[src/rtl/d_e_pipe_reg.sv]
// d_e_pipe_reg: D->E pipeline register with stall hold, bubble insert and Tnew decrement
module d_e_pipe_reg #(
  parameter logic [31:0] PC_RESET = 32'h0000_3000,
  parameter int          TNEW_W   = 2
) (
  input  logic              clk,
  input  logic              reset,
  input  logic              en,
  input  logic              clr,
  input  logic [31:0]       D_instr,
  input  logic [31:0]       D_pc,
  input  logic [31:0]       D_rs_data,
  input  logic [31:0]       D_rt_data,
  input  logic [31:0]       D_ext,
  input  logic [4:0]        D_a3,
  input  logic [TNEW_W-1:0] D_tnew,
  output logic [31:0]       E_instr,
  output logic [31:0]       E_pc,
  output logic [31:0]       E_rs_data,
  output logic [31:0]       E_rt_data,
  output logic [31:0]       E_ext,
  output logic [4:0]        E_a3,
  output logic [TNEW_W-1:0] E_tnew,
  output logic              E_valid
);
  logic [31:0]       instr_q, pc_q, rs_q, rt_q, ext_q;
  logic [31:0]       instr_d, pc_d, rs_d, rt_d, ext_d;
  logic [4:0]        a3_q, a3_d;
  logic [TNEW_W-1:0] tnew_q, tnew_d, tnew_dec;
  logic              valid_q, valid_d;
  always_comb begin
    tnew_dec = (D_tnew == '0) ? '0 : D_tnew - TNEW_W'(1);
    instr_d  = clr ? '0   : en ? D_instr   : instr_q;
    pc_d     = (clr || en) ? D_pc : pc_q;
    rs_d     = clr ? '0   : en ? D_rs_data : rs_q;
    rt_d     = clr ? '0   : en ? D_rt_data : rt_q;
    ext_d    = clr ? '0   : en ? D_ext     : ext_q;
    a3_d     = clr ? '0   : en ? D_a3      : a3_q;
    tnew_d   = clr ? '0   : en ? tnew_dec  : tnew_q;
    valid_d  = clr ? 1'b0 : en ? 1'b1      : valid_q;
  end
  always_ff @(posedge clk) begin
    if (reset) begin
      instr_q <= '0;
      pc_q    <= PC_RESET;
      rs_q    <= '0;
      rt_q    <= '0;
      ext_q   <= '0;
      a3_q    <= '0;
      tnew_q  <= '0;
      valid_q <= 1'b0;
    end else begin
      instr_q <= instr_d;
      pc_q    <= pc_d;
      rs_q    <= rs_d;
      rt_q    <= rt_d;
      ext_q   <= ext_d;
      a3_q    <= a3_d;
      tnew_q  <= tnew_d;
      valid_q <= valid_d;
    end
  end
  assign E_instr   = instr_q;
  assign E_pc      = pc_q;
  assign E_rs_data = rs_q;
  assign E_rt_data = rt_q;
  assign E_ext     = ext_q;
  assign E_a3      = a3_q;
  assign E_tnew    = tnew_q;
  assign E_valid   = valid_q;
endmodule

[config.mk]
export PLATFORM = sky130hd
export DESIGN_NAME = d_e_pipe_reg
export DESIGN_NICKNAME = d
export VERILOG_FILES = /design/src/rtl/d_e_pipe_reg.sv
export SDC_FILE = /design/constraint.sdc
export NUM_CORES = 1
export LEC_CHECK = 0
export ABC_AREA = 1
export BUFFER_PORTS_ARGS = -buffer_cell sky130_fd_sc_hd__buf_2
export CAP_MARGIN = 30
export CELL_PAD_IN_SITES_DETAIL_PLACEMENT = 2
export CELL_PAD_IN_SITES_GLOBAL_PLACEMENT = 2
export CORE_MARGIN = 2
export CORE_UTILIZATION = 22
export DETAILED_ROUTE_END_ITERATION = 8
export PLACE_DENSITY_LB_ADDON = 0.3
export SLEW_MARGIN = 40
export SYNTH_ARGS = -nofsm -noshare
export SYNTH_HDL_FRONTEND = slang
export SYNTH_SLANG_ARGS = --single-unit
[constraint.sdc]
create_clock -name clk -period 1.3 [get_ports clk]
set_input_delay 0.26 -clock clk [delete_from_list [all_inputs] [get_ports clk]]
set_output_delay 0.26 -clock clk [all_outputs]
set_load 0.03 [all_outputs]
[Word-level counts from Yosys, hierarchy flattened]
Index checks and enable logic that the tools add are counted.
Storage, ports and cells
  input port bits: 171
  word-level logic and storage cells: 13
  flip-flop bits (word level): 168
  output and inout bits: 168
Operators by class
  reduce and logical (&&, ||, !) cells: 3
  add/sub/neg operators: 1
  mux-type cells: 1
Operators by type and width (number)
  $logic_not 2->1: 1
  $mux 2: 1
  $reduce_or 2->1: 1
  $sub 2x1->2 const B: 1
  $logic_or 1x1->1: 1

[Depth between registers and ports, before layout]
Gate-level depths: netlist of the first run.
  word-level depth: 2
  mapped depth: 5
  gate-level depth less buffers: 4

[Least setup slack after synthesis of the first run]
Ideal clock, no wire load.
  kind: in2reg
  start point: in reset
  end point: reg instr_q[0], in the netlist E_instr[0]
  stages on the path: 5
  setup slack: 0.269 ns
  buffers on the path: 2
  arrival: 0.899 ns
  setup time: 0.132 ns
  required time: 1.168 ns
  cells stage by stage: inv_2 > nand2_2 > buf_4 > clkbuf_1 > a21oi_1
Between the ends
  word-level cells in the longest chain between the ends: 1
Ends and longest elaborated chain
  start, declared: RTL line 7  | input logic reset,
  $reduce_or 2->1 (no source line)
  end signal, assigned: RTL line 53  | instr_q <= instr_d;
  end, declared: RTL line 26  | logic [31:0] instr_q, pc_q, rs_q, rt_q, ext_q;
No other way between the ends.
A chain may end at the register's enable or synchronous reset.

[Worst setup path after layout of the first run]
  start point: reg rt_q[4], in the netlist E_rt_data[4]
  end point: out E_rt_data[4]
RTL lines
  start, declared: RTL line 26
  start signal, assigned: RTL line 56  | rt_q <= rt_d;
  end, declared: RTL line 20  | output logic [31:0] E_rt_data,
No word-level cell between the ends.

==> results.py, run 1 <==
metrics = {
    "floorplanning": {
        "ios": 339,
        "die_h_um": 169,
        "coreArea_um2": 26700,
        "start_util_pct": 22.3,
        "die_w_um": 169,
        "rows": 60,
        "die_area_um2": 28400,
    },
    "drt": {
        "drtAntennaViolNets": 0,
        "drc": 0,
        "wl_per_cell_um": 15.6,
        "drt_iter0_markers": 241,
        "num_vias": 6335,
        "viasPerCell": 4.31,
        "dr.pass1.iters": 4,
        "routed_wl_um": 22900,
    },
    "critical_path": {
        "worstReg2RegEnd": "E_instr[24]$_SDFFE_PP0P_",
        "path_max_fanout": 2,
        "r2r-start": "E_instr[24]$_SDFFE_PP0P_",
        "cp_slowest_cell": "dfxtp_1",
        "worstSetupStartpoint": "E_rt_data[4]$_SDFFE_PP0P_",
        "cp_top_family": "flip-flops",
        "endpoint_kind": "output port",
        "worstPathCellList": "clkbuf_4",
        "path_buf_inv": 1,
        "worstSetupEndpoint": "E_rt_data[4]",
        "worstPathRequired_ns": 1.04,
        "max_stage_delay_ns": 0.35,
        "crit_cells": 1,
        "ff2ff_path_depth": 2,
        "r2r_slack_ns": 0.66,
        "path_class": "flip-flop to output port",
        "cp.arrival_ns": 0.98,
        "cp-start-kind": "flip-flop",
    },
    "clocking": {
        "clockBufferDepth": 2,
        "clkTransAtPathRegs_ns": 0.07,
        "tritoncts": "yes",
        "cts_sinks": 168,
        "worstSkewPairLatency_ns": 0.43,
        "clock-root-buffer": "clkbuf_16",
        "cts_made_buffers": 17,
        "cts_hold_buf": 0,
        "cts-htree-levels": 4,
    },
    "timing": {
        "fin_hold_ws_ns": 0.0377,
        "fmax_mhz": 804,
        "slew_violations": 0,
        "worst_pin_slew_ns": 0.289,
        "slew_headroom_pct": 80.7,
        "clock_skew_ns": 0,
        "setup_viol": 0,
        "setup_ws_ns": 0.0557,
        "hold_viol_final": 0,
        "finalCritPeriodShare_pct": 95.7,
        "layout_min_cycle_time_ns": 1.24,
    },
    "global_route": {
        "grt_max_degree": 55,
        "grt_pass1_wl_um": 35600,
        "grt_pass1_vias": 6669,
        "grt_util_all_layers_pct": 15.8,
        "grt_overflow": 0,
        "antenna_found_initial": 8,
    },
    "logic_synthesis": {
        "yosys_warnings": 0,
        "synth_top_area_share_pct": 56.5,
        "synth_area_um2": 5950,
        "yosysSeqAreaShare_pct": 56.5,
        "synthCells": 790,
        "synth_area_leaders": "dfxtp_1, nand2_1, a21oi_1",
        "synth.net_count": 961,
        "synth_top_area_cell": "dfxtp_1",
        "synth.avg_cell_area_um2": 7.54,
        "yosys_register_bits": 168,
        "synthDistinctLibCells": 14,
    },
    "power": {
        "p_switching_uw": 3600,
        "p_leak_uw": 0.00425,
        "clkPwrFrac_pct": 42.4,
        "p_per_area_nw_per_um2": 1410,
        "p_comb_share_pct": 13.2,
        "pwr-share-seq_pct": 44.4,
        "ir_drop_mv": 0.497,
        "swShare_pct": 29.4,
        "power_uw": 12200,
        "p_int_uw": 8650,
    },
    "worst_hold_path": {
        "holdCritStartpoint": "D_pc[13]",
        "worst_hold_path_type": "input port to flip-flop",
    },
    "placed_design": {
        "hpwl_um": 16400,
        "globalplace.congestion": 0.717,
        "dpl-instance-area_um2": 8070,
        "pre_cts_slack_ns": 0.117,
        "portBuffers": 338,
    },
    "finish": {
        "fin_area_um2": 8710,
        "drive_above_1_share_pct": 34.7,
        "syn_to_final_growth_pct": 46.4,
        "finish.net_count": 1282,
    },
    "status": {
        "outcome": "finished clean",
    },
    "run": {
        "maxCapViolations": 0,
    },
}
-- registers in the layout, summed over array words and instances (netlist names) --
name and count:
E_ext 32, E_pc 32, E_rs_data 32, E_instr 32, E_a3 5, E_tnew 2, E_valid 1, E_rt_data 32
-- per-layer routing --
metal  wire [um]  part of all wire (%)  vias to the layer above  global-route usage, %
li1            -                     -                     3089                      -
met1        9460                    41                     3007                   18.0
met2       11200                    49                      205                   27.3
met3        1720                   7.5                       30                   5.73
met4         480                   2.1                        4                   6.00
met5          18                 0.079                        -                      0
-- stage by stage --
stage / instances / utilization, % / TNS (ns)
after floorplan: 790 / - / 0
after global placement: 1433 / 30.2 / 0
after detailed placement: 1433 / 30.2 / 0
after CTS: 1465 / 32.4 / 0
after global routing: 1469 / 32.6 / -0.00570
final: 1470 / 32.6 / 0
-- kinds of logic (layout without fill, tap and decap cells) --
group	Yosys count	after routing	share of synthesized area (%)
AO/OA/AOI/OAI	135	135	11.3
buffers and inverters	86	420	6.70
flip-flops	168	168	56.5
other	0	5	0
AND/OR/NAND/NOR	401	401	25.5
-- cells in the final DEF, fill, tap and decap left out, types with 3 or more instances in the layout --
master and instances:
inv_1 32, buf_12 11, a21oi_1 135, buf_2 319, clkbuf_16 17, nand2_1 333
inv_8 3, dfxtp_1 167, nand3_1 4, buf_4 13, clkbuf_4 11, nor2_1 62
inv_6 6, diode_2 5
-- layout make-up --
type,instances,area [um^2]
fill,3263,18000
sequential,168,3360
tap,341,427
antenna,5,12.5
inverter,34,130
multi-input combinational,536,2200
timing repair buffer,354,2000
clock inverter,14,154
clock buffer,18,429
-- cell usage after synthesis, drive strengths merged --
cell type,instances
a21oi,135
buf,42
clkbuf,10
dfxtp,168
inv,34
nand2,334
nand3,4
nor2,63
-- worst min path at each step --
| stage | end | depth (start not counted) | slack, ns |
|---|---|---|---|
| 6_report | E_pc[13]$_SDFFE_PP1P_ | 3 | 0.04 |
| 5_1_grt | E_pc[12]$_SDFFE_PP1P_ | 3 | 0.01 |
| 4_1_cts | E_pc[13]$_SDFFE_PP1P_ | 3 | 0.007 |
| 3_5_place_dp | E_rs_data[31]$_SDFFE_PP0P_ | 2 | 0.45 |
| 3_3_place_gp | E_rt_data[12]$_SDFFE_PP0P_ | 2 | 0.45 |
| 2_1_floorplan | E_pc[12]$_SDFFE_PP1P_ | 2 | 0.37 |
-- power by group through the flow --
stage	registers, uW	logic, uW	clock network, uW
6_report	5440	1610	5190
5_1_grt	5470	1770	5680
4_1_cts	5450	1650	5470
3_5_place_dp	5560	1630	0
3_3_place_gp	5560	1610	0
2_1_floorplan	5970	520	0
-- what timing repair did --
action | 4_1_cts | 5_1_grt
endpoints found under the setup margin | 2 | 17
setup buffers | 0 | 0
resized for setup | 2 | 22
(Power assumes the default switching activity.)
==> inputs of run 2 (changes only) <==
- ABC_AREA: 1 -> not set
- CORE_UTILIZATION: 22 -> 25
- CTS_CLUSTER_SIZE: not set -> 40
==> results.py, run 2 <==
metrics = {
    "clocking": {
        "tritoncts": "yes",
        "worstSkewPairLatency_ns": 0.41,
        "clkTransAtPathRegs_ns": 0.08,
        "cts-htree-levels": 4,
        "clockBufferDepth": 2,
        "cts_made_buffers": 17,
        "clock-root-buffer": "clkbuf_16",
        "cts_sinks": 168,
        "cts_setup_buffers": 0,
    },
    "logic_synthesis": {
        "synth.net_count": 757,
        "synth_top_cells_by_count": "dfxtp_1, mux2i_1, nor2_1",
        "synth_top_area_cell": "dfxtp_1",
        "synthDistinctLibCells": 18,
        "synth_edf_count": 0,
        "synth_area_um2": 6230,
        "synth_top_area_share_pct": 54.0,
        "yosys_register_bits": 168,
        "synthArstFlopShare_pct": 0,
        "synth.avg_cell_area_um2": 10.6,
        "synth_most_common_cell": "dfxtp_1",
        "ys.flop_type": "dfxtp_1",
        "yosysSeqAreaShare_pct": 54.0,
        "synthCells": 586,
        "synth_area_leaders": "dfxtp_1, mux2i_1, nor2_1",
        "yosys_warnings": 0,
    },
    "timing": {
        "fin_tns_setup_ns": 0,
        "fmax_mhz": 803,
        "finalCritPeriodShare_pct": 95.8,
        "setup_viol": 0,
        "grt_setup_unrepaired": "false",
        "clock_skew_ns": 0,
        "fin_hold_ws_ns": 0.0726,
        "hold_viol_final": 0,
        "layout_min_cycle_time_ns": 1.25,
        "worst_pin_slew_ns": 0.468,
        "slew_headroom_pct": 68.8,
        "slew_violations": 0,
    },
    "worst_hold_path": {
        "hold_path_depth": 3,
        "worst_hold_path_type": "input port to flip-flop",
    },
    "global_route": {
        "grt_pass1_vias": 5825,
        "grt_overflow": 0,
        "grt_max_degree": 82,
        "grt_util_all_layers_pct": 15.5,
        "antenna_found_initial": 4,
        "grt_pass1_wl_um": 32100,
    },
    "placed_design": {
        "hpwl_um": 15600,
        "portBuffers": 338,
        "dpl-instance-area_um2": 8380,
        "globalplace.congestion": 0.746,
    },
    "critical_path": {
        "path_class": "flip-flop to output port",
        "path_max_fanout": 2,
        "cp_top_family": "flip-flops",
        "endpoint_kind": "output port",
        "cp_slowest_cell": "dfxtp_1",
        "ff2ff_path_depth": 2,
        "worstPathRequired_ns": 1.04,
        "worstPathCellList": "buf_2",
        "cp.arrival_ns": 0.99,
        "path_buf_inv": 1,
        "crit_cells": 1,
        "cp-start-kind": "flip-flop",
        "max_stage_delay_ns": 0.35,
    },
    "drt": {
        "dr.pass1.iters": 4,
        "drt_iter0_markers": 160,
        "wl_per_cell_um": 16.5,
        "drc": 0,
        "num_vias": 5462,
        "viasPerCell": 4.34,
        "routed_wl_um": 20800,
        "drtAntennaViolNets": 0,
    },
    "power": {
        "power_uw": 12200,
        "p_int_uw": 8780,
        "p_per_area_nw_per_um2": 1360,
        "pwr-share-seq_pct": 44.5,
        "ir_drop_mv": 0.671,
        "clkPwrFrac_pct": 41.7,
        "p_leak_uw": 0.00447,
        "swShare_pct": 28.1,
        "p_switching_uw": 3430,
        "p_comb_share_pct": 13.8,
    },
    "finish": {
        "final_common_cell": "buf_2",
        "layout_common_cells": "buf_2, dfxtp_1, mux2i_1",
        "fin_area_um2": 8980,
        "drive_above_1_share_pct": 47.1,
        "finish.net_count": 1091,
        "syn_to_final_growth_pct": 44.0,
    },
    "floorplanning": {
        "start_util_pct": 25.6,
        "coreArea_um2": 24400,
        "die_area_um2": 26200,
        "rows": 57,
        "die_h_um": 162,
        "ios": 339,
        "die_w_um": 162,
    },
    "status": {
        "outcome": "finished clean",
    },
    "run": {
        "maxCapViolations": 0,
    },
}
==> run 2: cell count changes after synthesis, moves of 12 or more <==
cell | before | now
buf_2 | 22 | 2
o21ai_0 | 0 | 30
nor2_2 | 1 | 40
buf_1 | 12 | 0
or3b_1 | 0 | 27
mux2i_1 | 0 | 133
clkbuf_1 | 10 | 24
nand2_1 | 333 | 0
buf_4 | 3 | 15
nor2_1 | 62 | 96
a21oi_1 | 135 | 32
inv_1 | 32 | 0
==> run 2: final cells by class <==
cell class | instances | area, um^2
Fill cell | 2777 | 15400
Clock inverter | 12 | 130
Multi-Input combinational cell | 370 | 2580
Sequential cell | 168 | 3370
Clock buffer | 19 | 443
Tap cell | 324 | 405
Antenna cell | 2 | 5.00
Timing Repair Buffer | 363 | 2050
==> run 2: logic make-up (layout without fill, tap and decap cells) <==
logic type / count (synthesis) / count (layout) / synth area share, %
compound gates: 66 / 66 / 5.50
buf+inv: 48 / 394 / 4.68
flops: 168 / 168 / 54.0
mux: 133 / 133 / 21.4
other cells: 0 / 2 / 0
simple gates: 171 / 171 / 14.5
==> run 2: layer usage <==
| layer | wire length, um | vias to the layer above | part of all wire (%) | GRT usage (%) |
|---|---|---|---|---|
| met3 | 1670 | 20 | 8.0 | 4.93 |
| li1 | - | 2649 | - | - |
| met2 | 10300 | 217 | 49 | 27.1 |
| met1 | 8490 | 2574 | 41 | 18.1 |
| met5 | 11 | - | 0.053 | 0 |
| met4 | 331 | 2 | 1.6 | 5.07 |
==> run 2: stage by stage <==
step,instances,worst slack [ns],util [%]
after floorplan,586,0.154,-
after global placement,1225,0.0393,34.3
after detailed placement,1225,-0.0118,34.3
after CTS,1256,0.00142,36.7
after global routing,1258,0.00157,36.8
final,1258,0.0541,36.8
==> run 2: path summary, 6_finish.rpt <==
check | from | end | slack [ns]
max | E_ext[19]$_SDFFE_PP0P_ | E_ext[19] | 0.05
min | D_instr[30] | E_instr[30]$_SDFFE_PP0P_ | 0.07
max reg2reg | E_pc[0]$_SDFFE_PP0P_ | E_pc[0]$_SDFFE_PP0P_ | 0.34
min reg2reg | E_pc[13]$_SDFFE_PP1P_ | E_pc[13]$_SDFFE_PP1P_ | 0.47
==> run 2: power groups by stage <==
| stage | clock [uW] | combinational, uW | sequential (uW) |
|---|---|---|---|
| 6_report | 5090 | 1680 | 5440 |
| 5_1_grt | 5530 | 1820 | 5470 |
| 4_1_cts | 5310 | 1720 | 5450 |
| 3_5_place_dp | 0 | 1710 | 5560 |
| 3_3_place_gp | 0 | 1680 | 5550 |
| 2_1_floorplan | 0 | 639 | 5950 |
==> run 2: timing repair <==
item / CTS / global route
hold buffers: 0 / 0
gates resized for setup: 6 / 5
endpoints found under the setup margin: 4 / 4
